==> src/rtl/mem_ctrl_arbiter.sv <==
// mem_ctrl_arbiter: serialises LSB loads/stores and instruction fetches onto the byte-wide RAM/IO port
module mem_ctrl_arbiter #(
    parameter int                ADDR_W  = 32,
    parameter logic [ADDR_W-1:0] IO_BASE = 'h30000
) (
    input  logic              clk,
    input  logic              rst,
    input  logic              rdy,
    input  logic              clr,
    input  logic              Mem_S,
    input  logic              Mem_op,
    input  logic [ADDR_W-1:0] Mem_pc,
    input  logic [2:0]        Mem_len,
    input  logic [31:0]       Mem_result,
    output logic              Mem_success,
    output logic [31:0]       Mem_value,
    input  logic              IF_S,
    input  logic [ADDR_W-1:0] IF_pc,
    output logic              IF_success,
    output logic [31:0]       IF_inst,
    input  logic [7:0]        mem_din,
    output logic [7:0]        mem_dout,
    output logic [ADDR_W-1:0] mem_a,
    output logic              mem_wr,
    input  logic              io_buffer_full
);
    typedef enum logic [2:0] {IDLE, READ, WRITE, DONE, GAP} state_t;
    state_t            r_state;
    logic [ADDR_W-1:0] r_addr;
    logic [ADDR_W-1:0] r_a;
    logic [2:0]        r_len;
    logic [2:0]        r_cnt;
    logic              r_op;
    logic              r_own;
    logic [31:0]       r_wdat;
    logic [31:0]       r_data;
    logic [31:0]       r_mval;
    logic [31:0]       r_inst;
    logic [7:0]        r_dout;
    logic              r_wr;
    logic              r_msucc;
    logic              r_isucc;
    logic [ADDR_W-1:0] w_addr_k;
    logic [1:0]        w_lane;
    logic [31:0]       w_cap;
    logic              w_stall;
    assign w_addr_k    = r_addr + {{(ADDR_W-3){1'b0}}, r_cnt};
    assign w_lane      = 2'(r_cnt - 3'd2);
    assign w_stall     = (w_addr_k >= IO_BASE) && io_buffer_full;
    assign Mem_success = r_msucc & rdy & ~(clr & ~r_op);
    assign IF_success  = r_isucc & rdy & ~clr;
    assign Mem_value   = r_mval;
    assign IF_inst     = r_inst;
    assign mem_a       = r_a;
    assign mem_dout    = r_dout;
    assign mem_wr      = r_wr & rdy;
    // read data with the byte arriving this cycle merged into its lane
    always_comb begin
        w_cap = r_data;
        w_cap[{w_lane, 3'b000} +: 8] = mem_din;
    end
    // request acceptance, byte sequencing and completion handshake
    always_ff @(posedge clk or negedge rst) begin
        if (!rst) begin
            r_state <= IDLE;
            r_addr  <= '0;
            r_a     <= '0;
            r_len   <= '0;
            r_cnt   <= '0;
            r_op    <= 1'b0;
            r_own   <= 1'b0;
            r_wdat  <= '0;
            r_data  <= '0;
            r_mval  <= '0;
            r_inst  <= '0;
            r_dout  <= '0;
            r_wr    <= 1'b0;
            r_msucc <= 1'b0;
            r_isucc <= 1'b0;
        end else if (rdy) begin
            case (r_state)
                IDLE: if (Mem_S || IF_S) begin
                    r_addr  <= Mem_S ? Mem_pc : IF_pc;
                    r_len   <= Mem_S ? Mem_len : 3'd4;
                    r_op    <= Mem_S & Mem_op;
                    r_own   <= ~Mem_S;
                    r_wdat  <= Mem_result;
                    r_data  <= '0;
                    r_cnt   <= '0;
                    r_state <= (Mem_S && Mem_op) ? WRITE : READ;
                end
                READ: if (clr) begin
                    r_state <= GAP;
                end else begin
                    r_cnt <= r_cnt + 3'd1;
                    if (r_cnt < r_len) r_a <= w_addr_k;
                    if (r_cnt >= 3'd2) r_data <= w_cap;
                    if (r_cnt == r_len + 3'd1) begin
                        r_state <= DONE;
                        r_msucc <= ~r_own;
                        r_isucc <= r_own;
                        if (r_own) r_inst <= w_cap;
                        else r_mval <= w_cap;
                    end
                end
                // stores ignore clr: a committed store must retire
                WRITE: if (r_cnt == r_len) begin
                    r_wr    <= 1'b0;
                    r_msucc <= 1'b1;
                    r_state <= DONE;
                end else if (w_stall) begin
                    r_wr <= 1'b0;
                end else begin
                    r_a    <= w_addr_k;
                    r_dout <= r_wdat[{r_cnt[1:0], 3'b000} +: 8];
                    r_wr   <= 1'b1;
                    r_cnt  <= r_cnt + 3'd1;
                end
                DONE: begin
                    r_msucc <= 1'b0;
                    r_isucc <= 1'b0;
                    r_state <= GAP;
                end
                GAP:     r_state <= IDLE;
                default: r_state <= IDLE;
            endcase
        end
    end
endmodule

==> config.mk <==
export PLATFORM = sky130hd
export DESIGN_NAME = mem_ctrl_arbiter
export DESIGN_NICKNAME = d
export VERILOG_FILES = /design/src/rtl/mem_ctrl_arbiter.sv
export SDC_FILE = /design/constraint.sdc
export NUM_CORES = 1
export LEC_CHECK = 0
export CORE_ASPECT_RATIO = 1.5
export CORE_UTILIZATION = 45
export DETAILED_ROUTE_END_ITERATION = 7
export DONT_BUFFER_PORTS = 1
export PLACE_DENSITY = 0.68
export SLEW_MARGIN = 20
export SYNTH_ARGS = -nofsm -noshare
export SYNTH_HDL_FRONTEND = slang
export SYNTH_SLANG_ARGS = --single-unit
export TNS_END_PERCENT = 20
==> constraint.sdc <==
create_clock -name clk -period 5.2 [get_ports clk]
set_input_delay 0.26 -clock clk [delete_from_list [all_inputs] [get_ports clk]]
set_output_delay 0.26 -clock clk [all_outputs]
set_load 0.01 [all_outputs]
==> impl_metrics.toml, run 1 <==
[status]
outcome = "finished with violations"
violations = "hold timing"

[synth]
synth_edf_count = 0
yosysMostFrequentCell = "dfrtp_1"
synth.avg_cell_area_um2 = 9.76
ys_types = 58
yosys.area.top_type = "dfrtp_1"
post_synth_main_area_contributors = "dfrtp_1, nand2_1, o21ai_0"
ys_warn_count = 0
ys_ff_latch = 214
synth_nets = 1196
synthArstFlopShare_pct = 100
synth.top_cell.area_share_pct = 51.4
synth_ff_type = "dfrtp_1"
synth_area_um2 = 10400
synth_common_cells = "dfrtp_1, nand2_1, nor2_1"
synth_seq_area_share_pct = 51.4
synth_cells = 1067

[grt]
grt_pass1_wl_um = 43600
grt_pass1_vias = 8067
grt_max_degree = 215
grt_usage_pct = 23.2
antenna_found_initial = 2
grt-ovfl-total = 0

[power_and_ir_drop]
powerDensity_nw_per_um2 = 593
leakage_uw = 0.00558
ir_drop_uv = 399
power.total_uw = 7310

[final_layout]
postLayoutCellArea_um2 = 12300
layout-drive-gt1-share_pct = 9.11
finalNetCount = 1254
layout-area-overhead-vs-synth_pct = 18.4
final_util_pct = 54.7

[worst_hold_path]
hold_path.class = "in -> async"

[clock_network]
numCtsBuffers = 22
cts_buffer_depth = 3
cts_root_buffer = "clkbuf_16"
cts_tree = "built"
hold_buffers = 96
clkSinkCount = 214
htreeDepth = 1
path_clk_slew_ns = 0.06
insertion_delay_ns = 0.50
cts_resized = 0
post-cts-setup-buffers = 0

[setup_path]
cp_max_fo = 9
cp-start-kind = "flip-flop"
crit_family = "simple AND/OR/NAND/NOR gates"
crit_type = "reg -> reg"
critical-path-max-stage-delay_ns = 0.66
critPathCaptureType = "flip-flop"
path_cells = "ha_1 > a21oi_1 > or4_4 > nor3_1 > xor2_1 > or4_1 > o41a_1 > or3b_1 > mux2_4"
critPathArrivalTime_ns = 4.35
critPathBufInv = 0
crit_slowest_cell = "or3b_1"
required_ns = 5.58

[die]
io_pins = 222
fp.dieW_um = 126
core-area_um2 = 22600
core.rowCount = 67
start_util_pct = 46.2
die_area_um2 = 23800
die_y_um = 188

[placement]
gp_congestion = 0.881
hpwlAfterDp_um = 17500
pre_cts_slack_ns = 1.24
placed_area_um2 = 10600
port_buffers = 0

[timing]
hold_violations = 214
worst_pin_slew_ns = 1.00
totalNegativeSetupSlack_ns = 0
slew_headroom_pct = 32.6
setup_violations = 0
holdWs_ns = -0.535
fin_crit_sh_pct = 76.3
slew_violations = 0
fin_skew_ns = 0.0150
setup_ws_ns = 1.23
fmax_mhz = 252
min_period_ns = 3.97
rsz0062_at_grt = "false"

[detailed_routing]
ant_nets = 0
dr.pass1.iters = 5
drt-initial-drc-count = 485
vias = 7986
drt-vias-per-instance = 5.63
remaining_drc_errors = 0
routed_wl_um = 27600
wl_per_cell_um = 19.4

[job]
cap_violations = 0
[per-layer routing]
layer | track usage [%] | up-vias | wire length [um]
met5 | 0 | - | 0
met4 | 8.67 | 0 | 853
met3 | 4.60 | 55 | 1590
met2 | 43.0 | 268 | 14600
met1 | 26.1 | 3883 | 10500
li1 | - | 3780 | -
[power breakdown]
group / switching [uW] / total, uW / internal, uW
registers: 760 / 3140 / 2380
logic: 1310 / 2480 / 1170
clock network: 658 / 1690 / 1030
total: 2730 / 7310 / 4580
[worst register-to-register path, cell delays in order (launching register included)]
cell and delay (ns):
dfrtp_1 0.42, ha_1 0.38, a21oi_1 0.13, or4_4 0.57, nor3_1 0.23, xor2_1 0.10, or4_1 0.52, o41a_1 0.43
or3b_1 0.66, mux2_4 0.39
[flip-flops by register name, indices dropped and copies added (netlist names)]
register,cells
r_wdat,32
r_wr,1
Mem_value,32
r_addr,32
r_state,3
r_isucc,1
r_data,32
r_msucc,1
r_op,1
IF_inst,32
mem_dout,8
mem_a,32
r_cnt,3
r_own,1
r_len,3
[worst paths after layout]
kind,startpoint,to,slack [ns],cells after the start
setup reg to reg,r_cnt[2],mem_dout[2],1.23,9
hold / removal,rst,r_data[3],-0.53,0
max in group asynchronous,rst,r_addr[27],5.44,0
setup / recovery,r_cnt[2],mem_dout[2],1.23,9
min in group clk,mem_din[2],IF_inst[26],0,2
hold reg to reg,r_wdat[23],r_wdat[23],0.47,2
[cells in the final DEF (no fill, tap or decap), drive strengths merged, types with 3 or more instances in the layout]
cell type	synthesis	routed
a21oi	73	73
a22o	33	33
a2bb2oi	32	32
a31oi	3	3
and3	11	11
buf	9	11
bufinv	0	3
clkbuf	65	32
clkinv	0	4
dfrtp	214	214
dlygate4sd3	0	97
ha	13	13
inv	46	46
mux2	40	40
mux2i	37	37
mux4	8	8
nand2	199	199
nand3	18	18
nand4	11	11
nor2	86	86
nor2b	6	6
nor3	9	9
nor4	4	4
o21ai	77	77
o22ai	3	3
or3	4	4
or4	3	3
xnor2	20	20
xor2	14	14
[cells by family (layout without fill, tap and decap cells)]
group | Yosys count | in the layout | share of synthesized area (%)
buf+inv | 120 | 194 | 4.57
fa+ha+maj | 14 | 14 | 1.75
compound gates | 239 | 239 | 14.6
simple gates | 361 | 361 | 14.9
other cells | 0 | 2 | 0
flops | 214 | 214 | 51.4
mux | 85 | 85 | 9.90
xor+xnor | 34 | 34 | 2.86
[layout make-up]
type / instances / area (um^2)
sequential: 214 / 5360
clock buffer: 32 / 659
fill: 1917 / 10200
multi-input combinational: 733 / 4620
antenna: 2 / 5.00
inverter: 46 / 173
tap: 276 / 345
timing repair buffer: 108 / 1050
clock inverter: 8 / 118
[stage by stage]
| stage | hold WS [ns] | std cells |
|---|---|---|
| floorplan | -0.0356 | 1067 |
| global placement | -0.0301 | 1280 |
| detailed placement | -0.0296 | 1280 |
| CTS | -0.566 | 1416 |
| global route | -0.565 | 1419 |
| finish | -0.535 | 1419 |
Power figures use the tool's default switching activity.
==> inputs of run 2 (changes only) <==
--- a/config.mk
+++ b/config.mk
@@ -5,6 +5,7 @@
 export SDC_FILE = /design/constraint.sdc
 export NUM_CORES = 1
 export LEC_CHECK = 0
+export ABC_AREA = 1
 export CORE_ASPECT_RATIO = 1.5
 export CORE_UTILIZATION = 45
 export DETAILED_ROUTE_END_ITERATION = 7
==> constraint.sdc (replaced) <==
create_clock -name clk -period 3.87 [get_ports clk]
set_input_delay 0.1935 -clock clk [delete_from_list [all_inputs] [get_ports clk]]
set_output_delay 0.1935 -clock clk [all_outputs]
set_load 0.01 [all_outputs]
==> run 2 against run 1 <==
The run still ends with hold timing left. Clock skew up 0.00083 ns. Sequential share of layout area down 0.74 points. Non-clock buffer count up 6. Synthesized area up 1.7%. Power up 25%. Setup slack worse by 0.47 ns. Flip-flop and latch count unchanged. Critical path type unchanged. Critical endpoint is now mem_a[28].
==> impl_metrics.toml, run 2 <==
[status]
outcome = "finished with violations"
violations = "hold timing"

[grt]
antenna_found_initial = 1
grt_usage_pct = 25.0
grt_use_met3_pct = 5.31
grt_pass1_wl_um = 47100
gr-usage-met2_pct = 45.1
grt-busiest-layer = "met2"
grt-ovfl-total = 0
use_met1_pct = 27.3
grt_max_degree = 215
grt_pass1_vias = 9046

[clock_network]
htreeDepth = 1
cts_buffer_depth = 3
cts_tree = "built"
numCtsBuffers = 22
path_clk_slew_ns = 0.06
hold_buffers = 102
cts_root_buffer = "clkbuf_16"
insertion_delay_ns = 0.51
clkSinkCount = 214

[detailed_routing]
routed_wl_um = 30000
remaining_drc_errors = 0
dr.pass1.iters = 6
wl_per_cell_um = 17.6
ant_nets = 0
drt-vias-per-instance = 5.25
vias = 8969
drt-initial-drc-count = 624

[final_layout]
finalNetCount = 1506
layout-area-overhead-vs-synth_pct = 18.4
final_cell_mix = "nand2_1, dfrtp_1, inv_1"
layout_commonest_cell = "nand2_1"
multi_input_area_um2 = 4400
layout-drive-gt1-share_pct = 5.18
fillers = 2084
ff_latch_area_um2 = 5360

[timing]
fin_skew_ns = 0.0158
setup_violations = 0
fmax_mhz = 322
holdWs_ns = -0.630
totalNegativeSetupSlack_ns = 0
worst_pin_slew_ns = 0.596
rsz0062_at_grt = "false"
fin_crit_sh_pct = 80.2
slew_violations = 0
min_period_ns = 3.10
hold_violations = 214
slew_headroom_pct = 60.2

[power_and_ir_drop]
powerDensity_nw_per_um2 = 729
ir_drop_uv = 435
leakage_uw = 0.00662

[placement]
port_buffers = 0
hpwlAfterDp_um = 20400
gp_congestion = 0.954

[synth]
synth_nets = 1426
synth_ff_type = "dfrtp_1"
synth_seq_area_share_pct = 50.6
synth_common_cells = "nand2_1, dfrtp_1, inv_1"
ys_types = 41
yosysMostFrequentCell = "nand2_1"
synth.top_cell.area_share_pct = 50.6
synth_edf_count = 0
post_synth_main_area_contributors = "dfrtp_1, nand2_1, inv_1"
ys_ff_latch = 214
ys_warn_count = 0
yosys.area.top_type = "dfrtp_1"
synth_cells = 1297
synth_area_um2 = 10600
synth.avg_cell_area_um2 = 8.16
synthArstFlopShare_pct = 100

[setup_path]
critPathArrivalTime_ns = 3.49
cp_max_fo = 32
critPathCaptureType = "flip-flop"
r2r_cells = 16
cp-start-kind = "flip-flop"
crit_type = "reg -> reg"
required_ns = 4.26

[worst_hold_path]
hold_path.class = "in -> async"

[job]
cap_violations = 0

[die]
die_y_um = 190
io_pins = 222
core.rowCount = 68
core-area_um2 = 23100
start_util_pct = 45.9
fp.dieW_um = 127
die_area_um2 = 24200
[run 2: cell types whose count changed after synthesis, sizes merged, moves of 14 or more]
cell / before / now
a21oi: 73 / 14
a22o: 33 / 1
a2bb2oi: 32 / 0
a31oi: 3 / 32
clkbuf: 65 / 36
inv: 46 / 154
mux2: 40 / 0
nand2: 199 / 410
nand3: 18 / 83
nor2: 86 / 114
o22ai: 3 / 36
xnor2: 20 / 6
[run 2: path summary, 6_finish.rpt]
kind                             from          to  slack (ns)
max in group asynchronous         rst    r_cnt[1]        4.14
setup / recovery             r_cnt[1]   mem_a[28]        0.77
min in group clk                  rdy        r_wr        0.03
hold / removal                    rst  r_addr[18]       -0.63
setup reg to reg             r_cnt[1]   mem_a[28]        0.77
hold reg to reg            r_wdat[10]  r_wdat[10]        0.47
[run 2: worst max-delay path, cell delays in order (launching register included)]
cell and delay (ns):
dfrtp_1 0.54, ha_1 0.39, nand3_1 0.08, nand3_1 0.14
nand2_1 0.12, nor2_1 0.39, nand2_1 0.09, nand2_1 0.08
nand2_1 0.07, nor2_1 0.12, nand2_1 0.08, nor2_2 0.10
nand2_2 0.08, nand3_4 0.24, nand2_4 0.28, nand2_1 0.14
nand2_1 0.07
[run 2: repair_timing]
| action | in CTS | in global routing |
|---|---|---|
| hold endpoints to repair | 283 | 214 |
| setup buffers | 0 | 0 |
| endpoints found under the setup margin | 0 | 0 |
| gates resized for setup | 0 | 0 |
[run 2: per-layer routing]
layer,wire (um),vias up
met5,0,-
met3,1880,87
met4,1440,0
li1,-,4311
met1,11200,4275
met2,15500,296
[run 2: cell families after synthesis]
logic type                 share of synthesized area [%]
and+or+nand+nor                                     24.3
buffers and inverters                               8.13
DFF                                                 50.6
AOI/OAI and AO/OA                                   9.31
muxes                                               4.54
xor gates and xnor gates                            1.41
adders and majority gates                           1.73
[run 2: final cells by class]
class | instances | share of cell area [%]
clock inverter | 6 | 0.259
clock buffer | 32 | 5.18
multi-input combinational | 869 | 35.1
antenna | 1 | 0.0200
sequential | 214 | 42.7
inverter | 156 | 4.67
tap | 315 | 3.14
timing repair buffer | 114 | 8.94
[run 2: per-stage QoR]
step / setup slack, ns / cell area (um^2) / util, % / instances / total power [uW]
floorplan: 1.40 / 10600 / - / 1297 / 5930
global route: 0.510 / 12500 / 54.4 / 1706 / 9800
detailed placement: 0.833 / 10800 / 46.9 / 1566 / 6770
global placement: 0.860 / 10800 / 46.9 / 1566 / 6700
CTS: 0.812 / 12500 / 54.4 / 1706 / 9170
finish: 0.766 / 12500 / 54.4 / 1707 / 9140
[run 2: power breakdown]
group,internal (uW),total [uW],switching (uW)
Combinational,1280,3220,1940
Sequential,3050,3910,864
Clock,1160,2010,847
==> inputs of run 3 (changes only) <==
--- a/config.mk
+++ b/config.mk
@@ -10,7 +10,7 @@
 export CORE_UTILIZATION = 45
 export DETAILED_ROUTE_END_ITERATION = 7
 export DONT_BUFFER_PORTS = 1
-export PLACE_DENSITY = 0.68
+export PLACE_DENSITY = 0.7
 export SLEW_MARGIN = 20
 export SYNTH_ARGS = -nofsm -noshare
 export SYNTH_HDL_FRONTEND = slang
==> constraint.sdc (replaced) <==
create_clock -name clk -period 2.8 [get_ports clk]
set_input_delay 0.14 -clock clk [delete_from_list [all_inputs] [get_ports clk]]
set_output_delay 0.14 -clock clk [all_outputs]
set_load 0.01 [all_outputs]
==> run 3 against run 2 <==
The run still ends with hold timing left. Register-to-register slack worse by 0.53 ns. Clock power increased by 58%. Via count increased by 1.8%. Clock skew is 0.0049 ns lower. Non-clock buffer count up 43. Critical path depth is 2 higher. Design area increased by 4.5%. Count of clock-buffer cells in the layout decreased by 3. Worst hold slack worse by 0.039 ns. Power is 46% higher. Die area is the same. Combinational power is 48% higher.
==> impl_metrics.toml, run 3 (synthesized netlist as in run 2, its figures left out) <==
[clock_network]
insertion_delay_ns = 0.50
cts_buffer_depth = 3
cts_root_buffer = "clkbuf_16"
htreeDepth = 1
clkSinkCount = 214
cts_tree = "built"
path_clk_slew_ns = 0.06
hold_buffers = 120
numCtsBuffers = 22

[power_and_ir_drop]
switching_share_pct = 38.9
power_frac_seq_pct = 40.6
ir_drop_uv = 519
clockPowerShare_pct = 23.8
leakage_uw = 0.00689
combPwrFrac_pct = 35.7
switchingPower_uw = 5190
powerDensity_nw_per_um2 = 1020
internal_power_uw = 8140

[final_layout]
stdcell_count = 1750
layout-drive-gt1-share_pct = 7.60
finalNetCount = 1549
layout-area-overhead-vs-synth_pct = 23.8
fillers = 1994
layout_commonest_cell = "nand2_1"
final_cell_mix = "nand2_1, dfrtp_1, inv_1"

[die]
core.rowCount = 68
start_util_pct = 45.9
die_y_um = 190
die_area_um2 = 24200
fp.dieW_um = 127
io_pins = 222
core-area_um2 = 23100

[timing]
fin_crit_sh_pct = 91.6
fmax_mhz = 390
slew_headroom_pct = 59.3
worst_pin_slew_ns = 0.610
hold_violations = 214
setup_violations = 0
slew_violations = 0
fin_skew_ns = 0.0109
totalNegativeSetupSlack_ns = 0
min_period_ns = 2.56
holdWs_ns = -0.669

[grt]
grt_max_degree = 215
grt_usage_pct = 25.8
antenna_found_initial = 1
grt-ovfl-total = 0
grt_pass1_vias = 9449
grt_pass1_wl_um = 48700

[setup_path]
cp_max_fo = 21
path_cells = "ha_1 > nand2_1 > nor2_1 > nor2_2 > buf_4 > nor2_2 > nand3_1 > nand2_1 > nand2_1 > nor2_1 > nand2_1 > nor2_1 > nand2_2 > nand3_4 > buf_12 > nand2_1 > nand2_1 > nand2_1"
critical-path-max-stage-delay_ns = 0.42
r2r_cells = 18
cp_common_cell = "nand2_1"
r2r-start = "r_addr[2]"
r2r_slack_ns = 0.24
crit_slowest_cell = "dfrtp_1"
crit_type = "reg -> reg"
critPathCaptureType = "flip-flop"
required_ns = 3.20
cp-start-kind = "flip-flop"
critPathArrivalTime_ns = 2.96
timing.rr.end = "r_cnt[0]"

[detailed_routing]
remaining_drc_errors = 0
drt-vias-per-instance = 5.22
dr.pass1.iters = 5
ant_nets = 0
drt-initial-drc-count = 557
vias = 9133
routed_wl_um = 30700
wl_per_cell_um = 17.5

[status]
violations = "hold timing"
outcome = "finished with violations"

[placement]
port_buffers = 0
hpwlAfterDp_um = 20700
gp_congestion = 0.958
dp_cells = 1587

[worst_hold_path]
hold_path.class = "in -> async"

[job]
cap_violations = 0
==> run 3: cell types whose count changed in the layout (fill, tap and decap cells not counted), sizes merged <==
cell and delta:
buf +25, bufinv +4, clkbuf -3, clkinv -1
clkinvlp +1, dlygate4sd3 +18, inv -1
==> run 3: cell type report <==
| type | count | area [um^2] | share of cell area [%] |
|---|---|---|---|
| sequential | 214 | 5360 | 40.9 |
| tap | 315 | 394 | 3.01 |
| multi-input combinational | 869 | 4450 | 33.9 |
| timing repair buffer | 157 | 1530 | 11.7 |
| clock inverter | 9 | 148 | 1.13 |
| clock buffer | 29 | 638 | 4.87 |
| inverter | 156 | 589 | 4.50 |
| antenna | 1 | 2.50 | 0.0191 |
==> run 3: stage by stage <==
step | cell area (um^2) | util (%) | worst slack [ns] | power [uW] | hold slack [ns]
6_report | 13100 | 56.8 | 0.236 | 13300 | -0.669
2_1_floorplan | 10600 | - | 0.331 | 8190 | -0.156
3_3_place_gp | 11000 | 47.8 | 0.0759 | 9410 | -0.150
4_1_cts | 13000 | 56.4 | 0.0168 | 13200 | -0.682
3_5_place_dp | 11000 | 47.8 | 0.0459 | 9510 | -0.152
5_1_grt | 13100 | 56.8 | -0.0190 | 14300 | -0.686
==> run 3: power by group through the flow <==
stage	clock network (uW)	logic (uW)	registers [uW]
after CTS	3230	4630	5390
after detailed placement	0	4090	5420
after global routing	3340	5390	5530
after global placement	0	4000	5420
final	3170	4760	5410
after floorplan	0	3120	5070
==> run 3: how the worst max path moves through the flow <==
stage               from          end  slack, ns  depth (start not counted)
2_1_floorplan   r_cnt[0]  mem_dout[6]       0.33                         19
4_1_cts        r_addr[0]  mem_dout[4]       0.02                         16
3_3_place_gp   r_addr[0]  mem_dout[4]       0.08                         16
3_5_place_dp   r_addr[0]  mem_dout[4]       0.05                         16
6_report       r_addr[2]     r_cnt[0]       0.24                         18
5_1_grt        r_addr[2]     r_cnt[1]      -0.02                         18
==> run 3: repair_timing <==
item,in CTS,in global routing
endpoints found under the hold margin,296,214
setup endpoints to repair,0,109
resized for setup,0,17
setup buffers,0,4
==> run 3: routing by layer <==
layer | up-vias | share of wire [%] | GRT usage (%)
met1 | 4350 | 37 | 27.5
li1 | 4393 | - | -
met3 | 94 | 6.3 | 6.07
met4 | 0 | 5.3 | 14.6
met5 | - | 0 | 0
met2 | 296 | 51 | 46.6
==> run 3: critical path, delay by kind of cell, from the launching register on <==
kind / cells / cell delay [ns]
simple gates: 15 / 1.37
fa+ha+maj: 1 / 0.37
flops: 1 / 0.42
buf+inv: 2 / 0.29
